File: src/rtl/scarv_cop_dispatch.sv
// Coprocessor issue controller: accepts one host instruction, decodes via external decoder, issues to one FU, returns one response.
// Latency: accept at cycle 0, fu_req from cycle 2, response the cycle after done (illegal: response at cycle 2).
// Backpressure: single instruction in flight; host is not acked until the previous response has been taken.
//
// Ports:
//   g_clk/g_resetn          clock, asynchronous active-low reset
//   cpu_insn_*              host instruction request/ack and encoding
//   dec_encoded, id_*       latched instruction to the decoder, decoder results back
//   fu_*                    one-hot issue request, per-unit done and result
//   cpu_rsp_*               response channel (valid/ready), status 00 ok / 01 illegal / 10 timeout
//   busy                    controller is not idle
module scarv_cop_dispatch #(
    parameter logic [7:0]  CLASS_EN  = 8'hFE,
    parameter int unsigned TIMEOUT   = 256,
    parameter int unsigned TIMEOUT_W = 9
) (
    input  logic        g_clk,
    input  logic        g_resetn,

    input  logic        cpu_insn_req,
    output logic        cpu_insn_ack,
    input  logic [31:0] cpu_insn_enc,

    output logic [31:0] dec_encoded,
    input  logic        id_exception,
    input  logic [2:0]  id_class,
    input  logic [4:0]  id_rd,

    output logic [7:0]  fu_req,
    input  logic [7:0]  fu_done,
    input  logic        fu_gpr_wen,
    input  logic [31:0] fu_gpr_wdata,

    output logic        cpu_rsp_valid,
    input  logic        cpu_rsp_ready,
    output logic [1:0]  cpu_rsp_status,
    output logic        cpu_rsp_wen,
    output logic [4:0]  cpu_rsp_rd,
    output logic [31:0] cpu_rsp_wdata,

    output logic        busy
);

    typedef enum logic [1:0] {
        S_IDLE   = 2'd0,
        S_DECODE = 2'd1,
        S_EXEC   = 2'd2,
        S_RESP   = 2'd3
    } state_t;

    localparam logic [1:0] ST_OK      = 2'b00;
    localparam logic [1:0] ST_ILLEGAL = 2'b01;
    localparam logic [1:0] ST_TIMEOUT = 2'b10;

    // Counter value seen on the last permitted EXEC cycle. Unused when the watchdog is off.
    localparam int unsigned           TO_LAST  = (TIMEOUT == 0) ? 0 : TIMEOUT - 1;
    localparam logic [TIMEOUT_W-1:0]  CNT_LAST = TIMEOUT_W'(TO_LAST);
    localparam bit                    WDOG_ON  = (TIMEOUT != 0);

    state_t                state_q, state_d;
    logic [31:0]           dec_encoded_q, dec_encoded_d;
    logic [TIMEOUT_W-1:0]  cnt_q, cnt_d;
    logic [2:0]            class_q, class_d;
    logic [4:0]            rd_q, rd_d;
    logic [7:0]            fu_req_q, fu_req_d;
    logic                  rsp_valid_q, rsp_valid_d;
    logic [1:0]            rsp_status_q, rsp_status_d;
    logic                  rsp_wen_q, rsp_wen_d;
    logic [31:0]           rsp_wdata_q, rsp_wdata_d;
    logic                  busy_q, busy_d;

    logic accept;
    logic dec_illegal;
    logic exec_done;
    logic exec_tmo;

    // Ack is the only combinational output; gated by reset so every output reads 0 while held in reset.
    assign accept       = (state_q == S_IDLE) && cpu_insn_req && g_resetn;
    assign cpu_insn_ack = accept;

    assign dec_illegal  = id_exception || (id_class == 3'd0) || !CLASS_EN[id_class];
    // Only the selected unit's done bit is observed; stray pulses from other units are ignored.
    assign exec_done    = fu_done[class_q];
    assign exec_tmo     = WDOG_ON && (cnt_q == CNT_LAST);

    // State register and all registered outputs.
    always_ff @(posedge g_clk or negedge g_resetn) begin
        if (!g_resetn) begin
            state_q       <= S_IDLE;
            dec_encoded_q <= '0;
            cnt_q         <= '0;
            class_q       <= '0;
            rd_q          <= '0;
            fu_req_q      <= '0;
            rsp_valid_q   <= 1'b0;
            rsp_status_q  <= '0;
            rsp_wen_q     <= 1'b0;
            rsp_wdata_q   <= '0;
            busy_q        <= 1'b0;
        end else begin
            state_q       <= state_d;
            dec_encoded_q <= dec_encoded_d;
            cnt_q         <= cnt_d;
            class_q       <= class_d;
            rd_q          <= rd_d;
            fu_req_q      <= fu_req_d;
            rsp_valid_q   <= rsp_valid_d;
            rsp_status_q  <= rsp_status_d;
            rsp_wen_q     <= rsp_wen_d;
            rsp_wdata_q   <= rsp_wdata_d;
            busy_q        <= busy_d;
        end
    end

    // Next-state logic.
    always_comb begin
        state_d = state_q;
        unique case (state_q)
            S_IDLE:   if (accept) state_d = S_DECODE;
            S_DECODE: state_d = dec_illegal ? S_RESP : S_EXEC;
            S_EXEC:   if (exec_done || exec_tmo) state_d = S_RESP;
            S_RESP:   if (cpu_rsp_ready) state_d = S_IDLE;
            default:  state_d = S_IDLE;
        endcase
    end

    // Output and datapath logic.
    always_comb begin
        dec_encoded_d = dec_encoded_q;
        cnt_d         = cnt_q;
        class_d       = class_q;
        rd_d          = rd_q;
        fu_req_d      = fu_req_q;
        rsp_valid_d   = rsp_valid_q;
        rsp_status_d  = rsp_status_q;
        rsp_wen_d     = rsp_wen_q;
        rsp_wdata_d   = rsp_wdata_q;
        busy_d        = (state_d != S_IDLE);

        unique case (state_q)
            S_IDLE: begin
                if (accept) dec_encoded_d = cpu_insn_enc;
            end
            S_DECODE: begin
                class_d = id_class;
                rd_d    = id_rd;
                if (dec_illegal) begin
                    rsp_valid_d  = 1'b1;
                    rsp_status_d = ST_ILLEGAL;
                    rsp_wen_d    = 1'b0;
                    rsp_wdata_d  = '0;
                end else begin
                    fu_req_d = 8'd1 << id_class;
                    cnt_d    = '0;
                end
            end
            S_EXEC: begin
                if (exec_done) begin
                    // Done beats a watchdog expiry in the same cycle.
                    fu_req_d     = '0;
                    rsp_valid_d  = 1'b1;
                    rsp_status_d = ST_OK;
                    rsp_wen_d    = fu_gpr_wen;
                    rsp_wdata_d  = fu_gpr_wdata;
                end else begin
                    cnt_d = cnt_q + TIMEOUT_W'(1);
                    if (exec_tmo) begin
                        fu_req_d     = '0;
                        rsp_valid_d  = 1'b1;
                        rsp_status_d = ST_TIMEOUT;
                        rsp_wen_d    = 1'b0;
                        rsp_wdata_d  = '0;
                    end
                end
            end
            S_RESP: begin
                if (cpu_rsp_ready) rsp_valid_d = 1'b0;
            end
            default: ;
        endcase
    end

    assign dec_encoded    = dec_encoded_q;
    assign fu_req         = fu_req_q;
    assign cpu_rsp_valid  = rsp_valid_q;
    assign cpu_rsp_status = rsp_status_q;
    assign cpu_rsp_wen    = rsp_wen_q;
    assign cpu_rsp_rd     = rd_q;
    assign cpu_rsp_wdata  = rsp_wdata_q;
    assign busy           = busy_q;

endmodule

File: config.mk
export PLATFORM = sky130hd
export DESIGN_NAME = scarv_cop_dispatch
export DESIGN_NICKNAME = d
export VERILOG_FILES = /design/src/rtl/scarv_cop_dispatch.sv
export SDC_FILE = /design/constraint.sdc
export NUM_CORES = 1
export LEC_CHECK = 0
export ABC_AREA = 0
export CAP_MARGIN = 5
export CORE_UTILIZATION = 45
export DETAILED_ROUTE_END_ITERATION = 7
export PLACE_DENSITY = 0.8
export SYNTH_ARGS = -nofsm -noshare
export SYNTH_HDL_FRONTEND = slang
export SYNTH_SLANG_ARGS = --single-unit
File: constraint.sdc
create_clock -name g_clk -period 4.02 [get_ports g_clk]
set_clock_uncertainty 0.05 [all_clocks]
set_input_delay 0.402 -clock g_clk [delete_from_list [all_inputs] [get_ports g_clk]]
set_output_delay 0.402 -clock g_clk [all_outputs]
set_load 0.005 [all_outputs]
# == Word level (Yosys, flattened, before mapping) ==
# Memory sizes are Yosys's and may differ from the RTL's.
# Index checks and enable logic that the tools add are counted.
# classes
n_eq_ne,9
shifts,1
reduce_logical,16
addsub,1
muxes,32
n_lt_le_gt_ge,2
# op_table
operator,count
2-to-1 mux 32 bit,3
case mux 32 bit (2 select lines),1
2-to-1 mux 8 bit,3
2-to-1 mux 9 bit,2
case mux 9 bit (2 select lines),1
case mux 8 bit (2 select lines),1
2-to-1 mux 2 bit,6
2-to-1 mux 1 bit,10
"adder 9 x 1 -> 9 bit, second input constant",1
"== test 9 x 8 -> 1 bit, second input constant",1
AND reduction 3 bit,3
"< comparator 3 x 4 -> 1 bit, second input constant",2
"!= test 2 bit, second input constant",4
case mux 2 bit (4 select lines),1
"left shift 1 x 3 -> 8 bit, first input constant",1
"== test 2 bit, second input constant",2
case mux 2 bit (2 select lines),1
AND reduction 4 bit,1
nonzero test 2 bit,2
binary-select mux 1 bit (select 3 bit),1
logical NOT 3 bit,1
logical OR 1 bit,3
"!= test 3 bit, second input constant",1
case mux 1 bit (3 select lines),1
other kinds (7),8
# word_totals
mem_count,1
mem_bits_ro,8
wordCells,73
input_bits,86
output_inout_bits,83
reg_bits,96
# mem_list
name,depth,word_bits,rd,rd_clocked_by_memory_dff,wr,line_no,text
(no name shown),8,1,1,0,0,81,assign dec_illegal = id_exception || (id_class == 3'd0) || !CLASS_EN[id_class];

# == Longest topological paths before layout ==
# depth
word_depth,7
mapped_depth,9
mapped_depth_nobuf,8

# == Worst setup path before layout ==
# No wires, ideal clock.
# synth_path
path_type,reg2reg
start,reg cnt_q[3]
end,reg busy_q (netlist: busy)
required_ps,3843
setup_time_ps,127
stages_incl_launch_ff,9
setup_slack_ps,2084
arrival_ps,1759
synth_period_minus_slack_ps,1936
path_buffers,0
cell_sequence,dfrtp_1 > and3_1 > and2_1 > and4_1 > ha_1 > o21ai_0 > nand4_1 > o21a_1 > or2_2
# synth_via
elab_chain_len,5
# synth_rtl
element,line_no,text
"start, declared",62,"logic [TIMEOUT_W-1:0] cnt_q, cnt_d;"
"start signal, assigned",103,cnt_q <= cnt_d;
== test 9 x 8 -> 1 bit,84,assign exec_tmo = WDOG_ON && (cnt_q == CNT_LAST);
logical OR 1 bit,121,S_EXEC: if (exec_done || exec_tmo) state_d = S_RESP;
2-to-1 mux 2 bit,121,
case mux 2 bit (4 select lines),118,unique case (state_q)
net state_d[0],60,"state_t state_q, state_d;"
nonzero test 2 bit,138,busy_d = (state_d != S_IDLE);
net busy_d,70,"logic busy_q, busy_d;"
"end signal, assigned",111,busy_q <= busy_d;
"end, declared",70,
# The timed path passes the listed nets, and every way through them passes these cells.
# A chain may end at the register's enable or synchronous reset.

# == Worst setup path in the final report ==
# layout_path
start,in g_resetn
end,out cpu_insn_ack
# layout_via
elab_chain_len,1
# layout_rtl
element,line_no,text
"start, declared",18,"input logic g_resetn,"
logical AND 1 bit,78,assign accept = (state_q == S_IDLE) && cpu_insn_req && g_resetn;
"end, declared",21,"output logic cpu_insn_ack,"
# Every way passes these cells.

==> results.py <==
metrics = {
    "floorplanning": {
        "pin_count": 169,
        "die-area_sq_um": 9200,
        "std_cell_rows": 33,
        "initial_core_util_pct": 47.4,
        "fp.dieH_microns": 95.9,
        "core-area_sq_um": 8380,
        "fp.dieW_microns": 95.9,
    },
    "power": {
        "p_per_area_nw_per_um2": 703,
        "power_mw": 4.15,
        "p_leak_nw": 2.57,
        "ir_drop_mv": 0.376,
    },
    "yosys": {
        "synth.avg_cell_area_sq_um": 13.6,
        "yosysSeqAreaShare_pct": 60.5,
        "synth_compound_gate_area_share_pct": 14.0,
        "yosys-top-cells-area": "dfrtp_1 (61%), mux2_2 (11%), a22o_1 (7.9%)",
        "synth_most_common_cell": "dfrtp_1",
        "synth_common_cells": "dfrtp_1 (96), mux2_2 (40), a22o_1 (36)",
        "async_flop_share_pct": 100,
        "yosysTopAreaCell": "dfrtp_1",
        "synthFlopType": "dfrtp_1",
        "syn_inst": 291,
        "synth_mux_area_share_pct": 12.5,
        "synth_top_cell_area_share_pct": 60.5,
        "ys_types": 42,
        "netlist_area_sq_um": 3970,
        "ys_ff_latch": 96,
        "synth_top_family_by_area": "compound AO/OA/AOI/OAI gates",
        "synth_simple_gate_area_share_pct": 7.47,
        "synth-xor-area-share_pct": 0,
        "synth_edf_count": 0,
        "syn_nets": 383,
        "synthAdderAreaFrac_pct": 1.89,
        "ys_warn_count": 0,
    },
    "timing": {
        "hold_slack_ns": 0.418,
        "layout_setup_ws_ns": 1.33,
        "fin_crit_ns": 2.69,
        "setup_violations": 0,
        "worstMarginPinSlew_ns": 0.919,
        "maxSlewViolCount": 0,
        "finalHoldViolCount": 0,
        "post-route-period-util_pct": 66.8,
        "slew_headroom_pct": 38.8,
        "timing.fmax_ghz": 0.372,
        "rsz0062_at_grt": "no",
        "fin_tns_setup_ns": 0,
    },
    "clock_tree": {
        "cts_buffers": 9,
        "cts_max_level": 3,
        "tritoncts": "built",
        "root_buffer": "clkbuf_8",
        "post-cts-setup-buffers": 0,
        "clkTransAtPathRegs_ns": 0.10,
        "clk_path_buf_depth": 2,
        "clkLatencyLatePin_ns": 0.35,
        "ctsResizeCount": 0,
        "clock_sinks": 96,
    },
    "finish": {
        "nets": 551,
        "final_core_util_pct": 70.5,
        "antenna_cells": 0,
        "drive_gt1_share_pct": 14.9,
        "fin_cells": 568,
        "fillCellCount": 599,
        "fin_area_sq_um": 5910,
        "area_delta_synth_final_pct": 48.9,
    },
    "worst_setup_path": {
        "r2r_start": "state_q[1]",
        "reg2regPathDepth": 8,
        "reg2reg_slack_ns": 1.51,
        "start_kind": "primary input",
        "worstPathArrival_ns": 2.23,
        "crit_start": "g_resetn",
        "criticalPathCategory": "primary input to output pin",
        "crit_required_ns": 3.57,
        "cp_max_fo": 36,
        "timing.rr.end": "cpu_rsp_wdata[25]",
        "crit_path_end_kind": "output pin",
    },
    "route": {
        "drt_iter0_drc": 97,
        "via_per_inst": 5.31,
        "first_pass_iters": 4,
        "met2_wirelength_microns": 4740,
        "via_count": 3014,
        "wl_met3_microns": 746,
        "drc": 0,
        "ant_nets": 0,
        "top_layer": "met4",
        "routedWlPerCell_microns": 16.8,
        "wl_met1_microns": 3830,
        "drt_wl_total_microns": 9540,
    },
    "place": {
        "pre_cts_ws_ns": 1.38,
        "io_buffers": 168,
        "hpwl_microns": 6980,
        "gp_congestion": 0.791,
        "placed_cell_area_sq_um": 5680,
        "dp_cells": 552,
    },
    "global_routing": {
        "grt_pass1_vias": 3074,
        "antenna_found_initial": 0,
        "grt_first_pass_wirelength_microns": 14900,
        "grt_max_degree": 77,
        "overflow": 0,
        "globalRouteTotalUtil_pct": 21.5,
    },
    "run": {
        "maxCapViolations": 0,
    },
    "outcome": {
        "outcome": "complete, no violations",
    },
    "worst_hold_path": {
        "hp-class": "primary input to async pin",
    },
}
## kinds of logic after synthesis
| family | count (synthesis) |
|---|---|
| flops | 96 |
| compound gates | 69 |
| simple gates | 54 |
| mux | 44 |
| buf+inv | 22 |
| fa+ha+maj | 6 |
## layer usage
metal  track usage (%)  up-vias
li1                  -     1402
met3              6.24       19
met1              25.9     1470
met5                 0        -
met4              9.70        0
met2              35.8      123
## cells in the final DEF, fill, tap and decap left out, drive strengths merged, types with 5 or more instances in the layout
cell / instances
clkdlybuf4s50: 167
dfrtp: 96
mux2: 41
a22o: 36
nand2: 12
o21ai: 11
nor2: 9
clkbuf: 9
inv: 9
nand3: 6
a21oi: 6
ha: 6
or3: 5
## worst max-delay path: stages
cell	delay, ns
dlygate4sd3_1	0.54
buf_4	0.23
nand3_1	0.12
buf_4	0.40
inv_1	0.08
clkdlybuf4s50_1	0.46
## layout make-up
type | count | area [sq um] | area share, %
clock inverters | 6 | 91.3 | 1.55
repair buffers | 172 | 1710 | 29.0
flip-flops and latches | 96 | 2400 | 40.7
inverters | 7 | 26.3 | 0.445
clock buffers | 9 | 124 | 2.10
well taps | 105 | 131 | 2.22
multi-input cells | 173 | 1420 | 24.1
## repair_timing
item / CTS / global route
hold endpoints to repair: 20 / 0
setup endpoints to repair: 0 / 0
hold buffers: 1 / 0
## sequential cells by signal, indices dropped and copies added, names as in the netlist
| register | cells |
|---|---|
| busy | 1 |
| cpu_rsp_wen | 1 |
| class_q | 3 |
| cpu_rsp_wdata | 32 |
| cnt_q | 9 |
| dec_encoded | 32 |
| cpu_rsp_rd | 5 |
| cpu_rsp_valid | 1 |
| fu_req | 8 |
| cpu_rsp_status | 2 |
| state_q | 2 |
## power breakdown
part	total, mW	internal [mW]	switching [mW]
Sequential	1.61	1.37	0.236
Combinational	1.85	1.15	0.697
Clock	0.696	0.352	0.344
Total	4.15	2.87	1.28
## how the worst max path moves through the flow
stage	endpoint	slack (ns)	cells after the start
2_1_floorplan	busy	2.08	8
3_5_place_dp	cpu_rsp_wdata[16]	1.38	7
6_report	cpu_insn_ack	1.33	6
4_1_cts	cpu_insn_ack	1.30	6
3_3_place_gp	cpu_rsp_wdata[12]	1.48	7
5_1_grt	cpu_insn_ack	1.23	6
No activity file was read; power rests on OpenSTA's default activity.
